$ cat src/rtl/packet_assembler_ecc.sv
// Data island packet assembler: captures one header plus four subpackets, then serialises
// them over 32 pixel clocks with 8-bit BCH parity appended to each stream.
module packet_assembler_ecc #(
    parameter logic [7:0] ECC_POLY = 8'h83
) (
    input  logic             clk_pixel,
    input  logic             reset,
    input  logic             data_island_period,
    input  logic [23:0]      header,
    input  logic [3:0][55:0] sub,
    output logic [4:0]       counter,
    output logic             packet_enable,
    output logic [8:0]       packet_data,
    output logic             packet_done
);

    logic [4:0]       counter_q, counter_d;
    logic [23:0]      header_q;
    logic [3:0][55:0] sub_q;
    logic [7:0]       hecc_q, hecc_d;
    logic [3:0][7:0]  secc_q, secc_d;
    logic [8:0]       packet_data_q, packet_data_d;
    logic             packet_done_q, packet_done_d;
    logic             first;
    logic [23:0]      hdr_cur;
    logic             hbit;
    logic [7:0]       lane_bits;

    function automatic logic [7:0] ecc_step(input logic [7:0] e, input logic b);
        ecc_step = (e >> 1) ^ ((e[0] ^ b) ? ECC_POLY : 8'h00);
    endfunction

    // Pixel 0 works from the live inputs; the shadows cover pixels 1..31.
    assign first   = (counter_q == 5'd0);
    assign hdr_cur = first ? header : header_q;

    always_comb begin
        hbit   = hecc_q[counter_q[2:0]];
        hecc_d = hecc_q;
        if (counter_q < 5'd24) begin
            hbit   = hdr_cur[counter_q];
            hecc_d = ecc_step(first ? 8'h00 : hecc_q, hdr_cur[counter_q]);
        end
        if (!data_island_period) begin
            hecc_d = 8'h00;
        end
    end

    genvar gi;
    generate
        for (gi = 0; gi < 4; gi++) begin : g_sub
            logic [55:0] s_cur;
            logic [7:0]  base, mid, nxt;
            logic        b0, b1;

            always_comb begin
                s_cur = first ? sub[gi] : sub_q[gi];
                base  = first ? 8'h00 : secc_q[gi];
                mid   = base;
                nxt   = secc_q[gi];
                b0    = secc_q[gi][{counter_q[1:0], 1'b0}];
                b1    = secc_q[gi][{counter_q[1:0], 1'b1}];
                if (counter_q < 5'd28) begin
                    b0  = s_cur[{counter_q, 1'b0}];
                    b1  = s_cur[{counter_q, 1'b1}];
                    mid = ecc_step(base, b0);
                    nxt = ecc_step(mid, b1);
                end
                if (!data_island_period) begin
                    nxt = 8'h00;
                end
            end

            assign secc_d[gi]           = nxt;
            assign lane_bits[2*gi +: 2] = {b1, b0};
        end
    endgenerate

    always_comb begin
        counter_d     = data_island_period ? counter_q + 5'd1 : 5'd0;
        packet_data_d = data_island_period ? {lane_bits, hbit} : 9'h000;
        packet_done_d = data_island_period && (counter_q == 5'd31);
    end

    always_ff @(posedge clk_pixel or posedge reset) begin
        if (reset) begin
            counter_q     <= 5'd0;
            header_q      <= '0;
            sub_q         <= '0;
            hecc_q        <= 8'h00;
            secc_q        <= '0;
            packet_data_q <= 9'h000;
            packet_done_q <= 1'b0;
        end else begin
            counter_q     <= counter_d;
            hecc_q        <= hecc_d;
            secc_q        <= secc_d;
            packet_data_q <= packet_data_d;
            packet_done_q <= packet_done_d;
            if (data_island_period && first) begin
                header_q <= header;
                sub_q    <= sub;
            end
        end
    end

    assign counter       = counter_q;
    assign packet_enable = data_island_period && (counter_q == 5'd31);
    assign packet_data   = packet_data_q;
    assign packet_done   = packet_done_q;

endmodule

$ cat config.mk
export PLATFORM = sky130hd
export DESIGN_NAME = packet_assembler_ecc
export DESIGN_NICKNAME = d
export VERILOG_FILES = /design/src/rtl/packet_assembler_ecc.sv
export SDC_FILE = /design/constraint.sdc
export NUM_CORES = 1
export LEC_CHECK = 0
export CAP_MARGIN = 20
export CORE_ASPECT_RATIO = 1.5
export CORE_MARGIN = 2
export CORE_UTILIZATION = 35
export CTS_CLUSTER_SIZE = 14
export DETAILED_ROUTE_END_ITERATION = 8
export GPL_TIMING_DRIVEN = 1
export SYNTH_ARGS = -nofsm -noshare
export SYNTH_HDL_FRONTEND = slang
export SYNTH_SLANG_ARGS = --single-unit
$ cat constraint.sdc
create_clock -name clk_pixel -period 12.93 [get_ports clk_pixel]
set_clock_uncertainty 0.2 [all_clocks]
set_input_delay 3.879 -clock clk_pixel [delete_from_list [all_inputs] [get_ports clk_pixel]]
set_output_delay 3.879 -clock clk_pixel [all_outputs]
set_load 0.02 [all_outputs]
==> flow_summary.html, run 1 <==
<table>
<tr><th>Metric</th><th>Value</th></tr>
<tr><th colspan="2">Outcome</th></tr>
<tr><td>Result of the run</td><td>finished, final reports clean</td></tr>
<tr><th colspan="2">Pwr</th></tr>
<tr><td>PD cells</td><td>between 150 and 200 nW/um^2</td></tr>
<tr><td>Leakage</td><td>8.158 nW</td></tr>
<tr><td>Worst voltage drop across the vdd grid</td><td>0.1273 mV</td></tr>
<tr><td>Total power consumption of the routed design</td><td>around 3.1 mW</td></tr>
<tr><th colspan="2">Logic synthesis</th></tr>
<tr><td>Mapped Cells</td><td>~1400</td></tr>
<tr><td>Most common flop cell mapped by yosys</td><td>dfrtp_1</td></tr>
<tr><td>Flip-flop and latch count after synthesis</td><td>between 300 and 400</td></tr>
<tr><td>Warning count from the yosys run</td><td>0</td></tr>
<tr><td>Yosys cell types</td><td>71</td></tr>
<tr><td>Cell type with the largest total area after synthesis</td><td>dfrtp_1</td></tr>
<tr><td>Simple-Gate Fraction of Synth Area</td><td>0.1006</td></tr>
<tr><td>Fraction of post-synthesis cell area in the top cell type by area</td><td>0.4743</td></tr>
<tr><td>Top area cells in the synthesized netlist</td><td>dfrtp_1, mux2_2, mux4_2</td></tr>
<tr><td>Synth Area in XOR/XNOR</td><td>0.01776</td></tr>
<tr><td>Sequential element share of the synthesized area</td><td>0.4743</td></tr>
<tr><td>Post-synthesis compound-gate area fraction</td><td>0.08695</td></tr>
<tr><td>Post-synth EDFFs</td><td>0</td></tr>
<tr><td>Most common cell in the synthesized netlist</td><td>dfrtp_1</td></tr>
<tr><td>Post-Synth Adder-Cell Area</td><td>0.002974</td></tr>
<tr><td>Net count after synthesis</td><td>1626</td></tr>
<tr><td>Average cell area after synthesis</td><td>approximately 12 um^2</td></tr>
<tr><td>Combinational family with the most area after synthesis</td><td>multiplexers</td></tr>
<tr><td>Top cell types by occurrence after synthesis</td><td>dfrtp_1, mux2_2, nand2_1</td></tr>
<tr><td>Synthesized area</td><td>roughly 16000 um^2</td></tr>
<tr><td>Proportion of synthesized area in mux cells</td><td>0.2775</td></tr>
<tr><td>FFs w/ async S/R, synth</td><td>1.000</td></tr>
<tr><th colspan="2">Clocking</th></tr>
<tr><td>CTS root buf</td><td>clkbuf_16</td></tr>
<tr><td>Cells resized by post-CTS repair</td><td>0</td></tr>
<tr><td>Post-CTS clock slew at the launch and capture registers of the worst setup and hold paths</td><td>around 0.06 ns</td></tr>
<tr><td>Post-CTS setup buffers</td><td>0</td></tr>
<tr><td>CTS buffer count</td><td>34</td></tr>
<tr><td>CTS tree</td><td>yes</td></tr>
<tr><td>Maximum level of the CTS H-tree</td><td>2</td></tr>
<tr><td>Clk_lat worst skew</td><td>approximately 0.53 ns</td></tr>
<tr><td>Clock tree sinks</td><td>slightly above 300</td></tr>
<tr><td>Post-CTS Hold Buffers</td><td>0</td></tr>
<tr><td>Buffer depth of the longest clock path</td><td>3</td></tr>
<tr><th colspan="2">Place</th></tr>
<tr><td>Total half-perimeter wirelength after legalization and detailed placement</td><td>roughly 34000 um</td></tr>
<tr><td>IO buf count</td><td>266</td></tr>
<tr><td>Routability Congestion</td><td>around 0.8</td></tr>
<tr><td>Number of cells after detailed placement</td><td>roughly 2100</td></tr>
<tr><td>Placement Setup Slack</td><td>3.415 ns</td></tr>
<tr><td>Placed Instance Area</td><td>19020 um^2</td></tr>
<tr><th colspan="2">Timing</th></tr>
<tr><td>Least-Margin Pin Slew</td><td>approximately 1.1 ns</td></tr>
<tr><td>Endpoints failing hold</td><td>0</td></tr>
<tr><td>Least setup slack across all paths after layout</td><td>~3.4 ns</td></tr>
<tr><td>Timing-limited maximum frequency</td><td>~0.11 GHz</td></tr>
<tr><td>Final critical-path share of the clock period</td><td>0.7359</td></tr>
<tr><td>Time the worst path needs with I/O delays and setup</td><td>~9.5 ns</td></tr>
<tr><td>Slew Limit Headroom</td><td>0.2616</td></tr>
<tr><td>Total setup violations reported at the end of the flow</td><td>0</td></tr>
<tr><td>Tightest hold margin</td><td>between 0.3 and 0.4 ns</td></tr>
<tr><td>RSZ-0062 raised after global routing</td><td>no</td></tr>
<tr><td>Final Max Tran Viols</td><td>0</td></tr>
<tr><td>Final sum of negative setup slack</td><td>0 ns</td></tr>
<tr><th colspan="2">Detailed routing</th></tr>
<tr><td>Remaining number of nets flagged by the antenna check after routing</td><td>0</td></tr>
<tr><td>Iteration-0 DRC count of the detailed router</td><td>708</td></tr>
<tr><td>Routed via count divided by cell count</td><td>between 5 and 6</td></tr>
<tr><td>Drt first pass iters</td><td>5</td></tr>
<tr><td>Metal3 WL</td><td>~2700 um</td></tr>
<tr><td>Wire per inst</td><td>~23 um</td></tr>
<tr><td>Met1 routed wirelength after detailed routing</td><td>19850 um</td></tr>
<tr><td>Drt drc</td><td>0</td></tr>
<tr><td>Topmost layer with routed signal wires</td><td>met5</td></tr>
<tr><td>Total met2 wirelength after detailed routing</td><td>between 20000 and 30000 um</td></tr>
<tr><td>Final Routed Wirelength</td><td>49840 um</td></tr>
<tr><td>Total number of vias</td><td>between 10000 and 15000</td></tr>
<tr><th colspan="2">Worst setup path</th></tr>
<tr><td>Critical path endpoint category</td><td>output port</td></tr>
<tr><td>Data required time of the critical path</td><td>roughly 8.9 ns</td></tr>
<tr><td>Critical setup path kind</td><td>input port to output port</td></tr>
<tr><td>CP startpoint kind</td><td>input port</td></tr>
<tr><td>Arrival time at the worst endpoint</td><td>around 5.4 ns</td></tr>
<tr><td>Maximum net fanout on the critical path</td><td>11</td></tr>
<tr><th colspan="2">Cells and area</th></tr>
<tr><td>Fraction of layout cells with a size suffix above 1</td><td>0.2478</td></tr>
<tr><td>Total non-filler cell area in the finished layout</td><td>~20000 um^2</td></tr>
<tr><td>Layout-stage area growth over the synthesis result</td><td>26.08%</td></tr>
<tr><td>NumNets Final</td><td>1847</td></tr>
<tr><td>Post-layout util</td><td>0.4486</td></tr>
<tr><td>Filler-free cell count of the finished design</td><td>about 2200</td></tr>
<tr><th colspan="2">Die</th></tr>
<tr><td>Height of the die</td><td>between 200 and 300 um</td></tr>
<tr><td>Core region area</td><td>around 45000 um^2</td></tr>
<tr><td>Initial standard-cell utilization of the core</td><td>0.3558</td></tr>
<tr><td>Die boundary width</td><td>about 180 um</td></tr>
<tr><td>Num rows</td><td>95</td></tr>
<tr><td>I/O pin cnt</td><td>267</td></tr>
<tr><td>Die area</td><td>between 40000 and 50000 um^2</td></tr>
<tr><th colspan="2">Global routing</th></tr>
<tr><td>Wire length of the first global-routing pass</td><td>around 76000 um</td></tr>
<tr><td>Largest net degree at the start of global routing</td><td>roughly 100</td></tr>
<tr><td>Via count of the first global-routing pass</td><td>roughly 13000</td></tr>
<tr><td>All-Layer GR Usage</td><td>0.2115</td></tr>
<tr><td>Initial antenna violation count</td><td>15</td></tr>
<tr><td>Overflow after GRT</td><td>0</td></tr>
<tr><th colspan="2">Worst hold path</th></tr>
<tr><td>Classification of the worst-slack hold path</td><td>register to register</td></tr>
<tr><th colspan="2">Job</th></tr>
<tr><td>MaxCap Viol Count</td><td>0</td></tr>
</table>
## cells in the final DEF (no fill, tap or decap), types with 5 or more instances in the layout
master,n
mux2i_1,50
mux4_2,47
o2111ai_1,6
nor2_1,36
dfrtp_1,299
o211ai_1,10
diode_2,13
o21ai_0,35
buf_4,22
a21oi_1,34
a211oi_1,7
nand4_1,12
xnor2_1,15
clkbuf_1,12
clkbuf_16,37
xor2_1,7
clkinv_2,5
nand3_1,59
a22o_1,21
o22ai_1,9
nand2_1,232
a32oi_1,10
inv_1,7
a22oi_1,7
mux2_2,251
clkdlybuf4s50_1,266
nor4_1,6
a31oi_1,27
## path summary, 6_finish.rpt
check                                  startpoint                       end  slack, ns  cells past startpoint
max in group asynchronous                   reset     sub_q[86]$_DFFE_PP0P_       7.31                      3
min reg2reg                sub_q[206]$_DFFE_PP0P_    sub_q[206]$_DFFE_PP0P_       0.30                      1
min                        sub_q[206]$_DFFE_PP0P_    sub_q[206]$_DFFE_PP0P_       0.30                      1
max reg2reg                  counter[0]$_DFF_PP0_    secc_q[17]$_DFFE_PP0P_       6.41                     13
max                            data_island_period             packet_enable       3.42                      3
min in group asynchronous                   reset  header_q[13]$_DFFE_PP0P_       3.67                      2
## report_power, final
part,switching [mW],total (mW),leakage (nW),internal [mW]
clock,0.401,0.963,0.526,0.562
combinational,0.380,0.844,4.00,0.464
sequential,0.128,1.30,3.64,1.17
total,0.909,3.11,8.16,2.20
## cell type report
type                    instances  area (um^2)
diodes                         13        32.53
clock buffers                  52         1012
clock inverters                 9        77.57
fillers                      4225        24770
inverters                      12        52.55
multi-input cells             952         7799
flip-flops and latches        303         7590
well taps                     582        728.2
repair buffers                290         2867
## kinds of logic (layout without fill, tap and decap cells)
family                     Yosys count  count (layout)
AOI/OAI and AO/OA                  198             198
xor gates and xnor gates            26              26
adders and majority gates            4               4
buffers and inverters              117             363
DFF                                303             303
muxes                              351             351
other                                0              13
and+or+nand+nor                    373             373
## worst max-delay path, cell delays in order
cell             delay [ns]
clkdlybuf4s50_1        0.74
and2_1                 0.21
clkdlybuf4s50_1        0.60
## per-layer routing
metal | vias to the layer above | global-route usage
li1 | 5455 | -
met1 | 6154 | 0.2577
met2 | 342 | 0.3639
met3 | 74 | 0.03981
met4 | 4 | 0.08833
met5 | - | 0
## flip-flops by register name, summed over array words and instances (netlist names)
signal / cells
hecc_q: 8
counter: 5
packet_done: 1
secc_q: 32
sub_q: 224
header_q: 24
packet_data: 9
No activity file was read; power rests on OpenSTA's default activity.
==> run 2: changes to the inputs <==
==> constraint.sdc (replaced) <==
create_clock -name clk_pixel -period 8 [get_ports clk_pixel]
set_clock_uncertainty 0.2 [all_clocks]
set_input_delay 2.4 -clock clk_pixel [delete_from_list [all_inputs] [get_ports clk_pixel]]
set_output_delay 2.4 -clock clk_pixel [all_outputs]
set_load 0.02 [all_outputs]
==> run 2 against run 1 <==
Compared with the run above:
- critical path depth up 1
- setup slack worse by 1.8 ns
- first-iteration DRC count increased by 22%
- register-to-register slack worse by 3.7 ns
- die area did not move
- highest routed layer unchanged
- sequential share of layout area is 0.25 points lower
- critical endpoint unchanged
- sequential power is 61% higher
- clock-buffer cell count fell by 6
==> flow_summary.html, run 2 (same netlist as run 1, synthesis figures left out) <==
<table>
<tr><th>Metric</th><th>Value</th></tr>
<tr><th colspan="2">Die</th></tr>
<tr><td>Die area</td><td>47440 um^2</td></tr>
<tr><td>Core region area</td><td>44930 um^2</td></tr>
<tr><td>Num rows</td><td>95</td></tr>
<tr><td>Initial standard-cell utilization of the core</td><td>0.3558</td></tr>
<tr><td>I/O pin cnt</td><td>about 270</td></tr>
<tr><td>Height of the die</td><td>around 270 um</td></tr>
<tr><td>Die boundary width</td><td>between 150 and 200 um</td></tr>
<tr><th colspan="2">Worst setup path</th></tr>
<tr><td>Length in cells of the worst reg-to-reg path</td><td>13</td></tr>
<tr><td>Critical setup path kind</td><td>input port to output port</td></tr>
<tr><td>Reg2Reg Capture Point</td><td>secc_q[17]$_DFFE_PP0P_</td></tr>
<tr><td>Critical path endpoint category</td><td>output port</td></tr>
<tr><td>Arrival time at the worst endpoint</td><td>3.83 ns</td></tr>
<tr><td>Worst reg2reg path startpoint</td><td>counter[1]$_DFF_PP0_</td></tr>
<tr><td>Data required time of the critical path</td><td>about 5.4 ns</td></tr>
<tr><td>CP startpoint kind</td><td>input port</td></tr>
<tr><td>Maximum net fanout on the critical path</td><td>11</td></tr>
<tr><td>Slack of the worst reg-to-reg path</td><td>around 2.7 ns</td></tr>
<tr><th colspan="2">Pwr</th></tr>
<tr><td>Internal power</td><td>between 3 and 4 mW</td></tr>
<tr><td>Share of power burned in combinational logic</td><td>0.269</td></tr>
<tr><td>Sw Ratio</td><td>0.2898</td></tr>
<tr><td>Power dissipated by switching net loads</td><td>around 1.5 mW</td></tr>
<tr><td>Worst voltage drop across the vdd grid</td><td>around 0.20 mV</td></tr>
<tr><td>Leakage</td><td>approximately 8.2 nW</td></tr>
<tr><td>Register share of total power</td><td>0.407</td></tr>
<tr><td>Clk network pwr share</td><td>0.324</td></tr>
<tr><td>PD cells</td><td>between 200 and 300 nW/um^2</td></tr>
<tr><th colspan="2">Timing</th></tr>
<tr><td>Time the worst path needs with I/O delays and setup</td><td>6.432 ns</td></tr>
<tr><td>Timing-limited maximum frequency</td><td>0.1555 GHz</td></tr>
<tr><td>RSZ-0062 raised after global routing</td><td>no</td></tr>
<tr><td>Least setup slack across all paths after layout</td><td>around 1.6 ns</td></tr>
<tr><td>Final critical-path share of the clock period</td><td>0.8039</td></tr>
<tr><td>Endpoints failing hold</td><td>0</td></tr>
<tr><td>Final sum of negative setup slack</td><td>0 ns</td></tr>
<tr><td>Total setup violations reported at the end of the flow</td><td>0</td></tr>
<tr><td>Slew Limit Headroom</td><td>0.3386</td></tr>
<tr><td>Least-Margin Pin Slew</td><td>0.9868 ns</td></tr>
<tr><td>Final Max Tran Viols</td><td>0</td></tr>
<tr><th colspan="2">Clocking</th></tr>
<tr><td>Buffer depth of the longest clock path</td><td>3</td></tr>
<tr><td>CTS buffer count</td><td>34</td></tr>
<tr><td>CTS root buf</td><td>clkbuf_16</td></tr>
<tr><td>Maximum level of the CTS H-tree</td><td>2</td></tr>
<tr><td>Clock tree sinks</td><td>between 300 and 400</td></tr>
<tr><td>Clk_lat worst skew</td><td>0.53 ns</td></tr>
<tr><td>Post-CTS Hold Buffers</td><td>0</td></tr>
<tr><td>Post-CTS clock slew at the launch and capture registers of the worst setup and hold paths</td><td>roughly 0.050 ns</td></tr>
<tr><td>Cells resized by post-CTS repair</td><td>0</td></tr>
<tr><td>Post-CTS setup buffers</td><td>0</td></tr>
<tr><td>CTS tree</td><td>yes</td></tr>
<tr><th colspan="2">Global routing</th></tr>
<tr><td>All-Layer GR Usage</td><td>0.2099</td></tr>
<tr><td>Largest net degree at the start of global routing</td><td>162</td></tr>
<tr><td>Via count of the first global-routing pass</td><td>between 10000 and 15000</td></tr>
<tr><td>Overflow after GRT</td><td>0</td></tr>
<tr><td>Initial antenna violation count</td><td>9</td></tr>
<tr><td>Wire length of the first global-routing pass</td><td>~76000 um</td></tr>
<tr><th colspan="2">Detailed routing</th></tr>
<tr><td>Drt first pass iters</td><td>6</td></tr>
<tr><td>Drt drc</td><td>0</td></tr>
<tr><td>Routed via count divided by cell count</td><td>5.469</td></tr>
<tr><td>Wire per inst</td><td>between 20 and 25 um</td></tr>
<tr><td>Final Routed Wirelength</td><td>roughly 50000 um</td></tr>
<tr><td>Iteration-0 DRC count of the detailed router</td><td>about 870</td></tr>
<tr><td>Total number of vias</td><td>12080</td></tr>
<tr><td>Remaining number of nets flagged by the antenna check after routing</td><td>0</td></tr>
<tr><th colspan="2">Worst hold path</th></tr>
<tr><td>Classification of the worst-slack hold path</td><td>register to register</td></tr>
<tr><td>Hold Startpoint</td><td>sub_q[206]$_DFFE_PP0P_</td></tr>
<tr><td>Depth of the worst hold-timing path</td><td>1</td></tr>
<tr><td>End point of the worst hold path</td><td>sub_q[206]$_DFFE_PP0P_</td></tr>
<tr><th colspan="2">Place</th></tr>
<tr><td>IO buf count</td><td>~270</td></tr>
<tr><td>Routability Congestion</td><td>approximately 0.8</td></tr>
<tr><td>Total half-perimeter wirelength after legalization and detailed placement</td><td>roughly 33000 um</td></tr>
<tr><td>Placement Setup Slack</td><td>~1.6 ns</td></tr>
<tr><th colspan="2">Cells and area</th></tr>
<tr><td>Fraction of layout cells with a size suffix above 1</td><td>0.2520</td></tr>
<tr><td>Top flop regs</td><td>sub_q (224), secc_q (32), header_q (24)</td></tr>
<tr><td>Layout-stage area growth over the synthesis result</td><td>26.92%</td></tr>
<tr><td>Commonest non-fill, non-tap cells in the layout</td><td>dfrtp_1, clkdlybuf4s50_1, mux2_2, nand2_1, nand3_1</td></tr>
<tr><td>Flip-flop count of the largest register, all copies and words added</td><td>approximately 220</td></tr>
<tr><td>Leading cell type in the layout, fill and taps excluded</td><td>dfrtp_1</td></tr>
<tr><td>Number of filler instances in the final layout</td><td>roughly 4200</td></tr>
<tr><td>NumNets Final</td><td>1848</td></tr>
<tr><td>Most flop-heavy register</td><td>sub_q</td></tr>
<tr><th colspan="2">Job</th></tr>
<tr><td>MaxCap Viol Count</td><td>0</td></tr>
<tr><th colspan="2">Outcome</th></tr>
<tr><td>Result of the run</td><td>finished, final reports clean</td></tr>
</table>
## run 2: metal layers
metal  vias up  GRT usage  wire length [um]
li1       5451          -                 -
met1      6212     0.2618             19940
met2       343     0.3628             25920
met3        72    0.03125              2534
met4         2    0.08262              1452
met5         -          0                12
## run 2: power groups by stage
stage / clock (mW) / sequential [mW] / combinational, mW
global placement: 0 / 2.09 / 1.36
CTS: 1.71 / 2.09 / 1.40
finish: 1.67 / 2.09 / 1.39
floorplan: 0 / 2.07 / 1.02
detailed placement: 0 / 2.12 / 1.40
global route: 1.78 / 2.13 / 1.51
## run 2: stage by stage
step / hold slack (ns) / instance area (um^2) / util / power, mW / instances
after global routing: 0.3100 / 20290 / 0.4516 / 5.418 / 2209
final: 0.2999 / 20290 / 0.4516 / 5.152 / 2209
after detailed placement: 0.2869 / 19070 / 0.4244 / 3.513 / 2139
after floorplan: 0.2706 / 15990 / - / 3.081 / 1372
after CTS: 0.2998 / 20260 / 0.4509 / 5.202 / 2200
after global placement: 0.2808 / 19070 / 0.4244 / 3.458 / 2139
## run 2: layout make-up
| class | instances | area [um^2] | share of cell area |
|---|---|---|---|
| Timing Repair Buffer | 291 | 2917 | 0.1437 |
| Antenna cell | 8 | 20.02 | 0.0009866 |
| Clock buffer | 46 | 999.7 | 0.04927 |
| Tap cell | 582 | 728.2 | 0.03589 |
| Sequential cell | 303 | 7589 | 0.3740 |
| Clock inverter | 15 | 191.4 | 0.009434 |
| Inverter | 12 | 48.80 | 0.002405 |
| Multi-Input combinational cell | 952 | 7799 | 0.3843 |
## run 2: worst max-delay path, stage by stage
cell	delay [ns]
clkdlybuf4s50_1	0.46
buf_4	0.18
and2_1	0.18
clkdlybuf4s50_1	0.61
## run 2: worst max-delay path by stage
stage | to | depth (start not counted) | from
finish | packet_enable | 4 | data_island_period
global placement | packet_enable | 4 | data_island_period
CTS | packet_enable | 4 | data_island_period
floorplan | counter[0]$_DFF_PP0_ | 1 | reset
detailed placement | packet_enable | 4 | data_island_period
global route | packet_enable | 4 | data_island_period
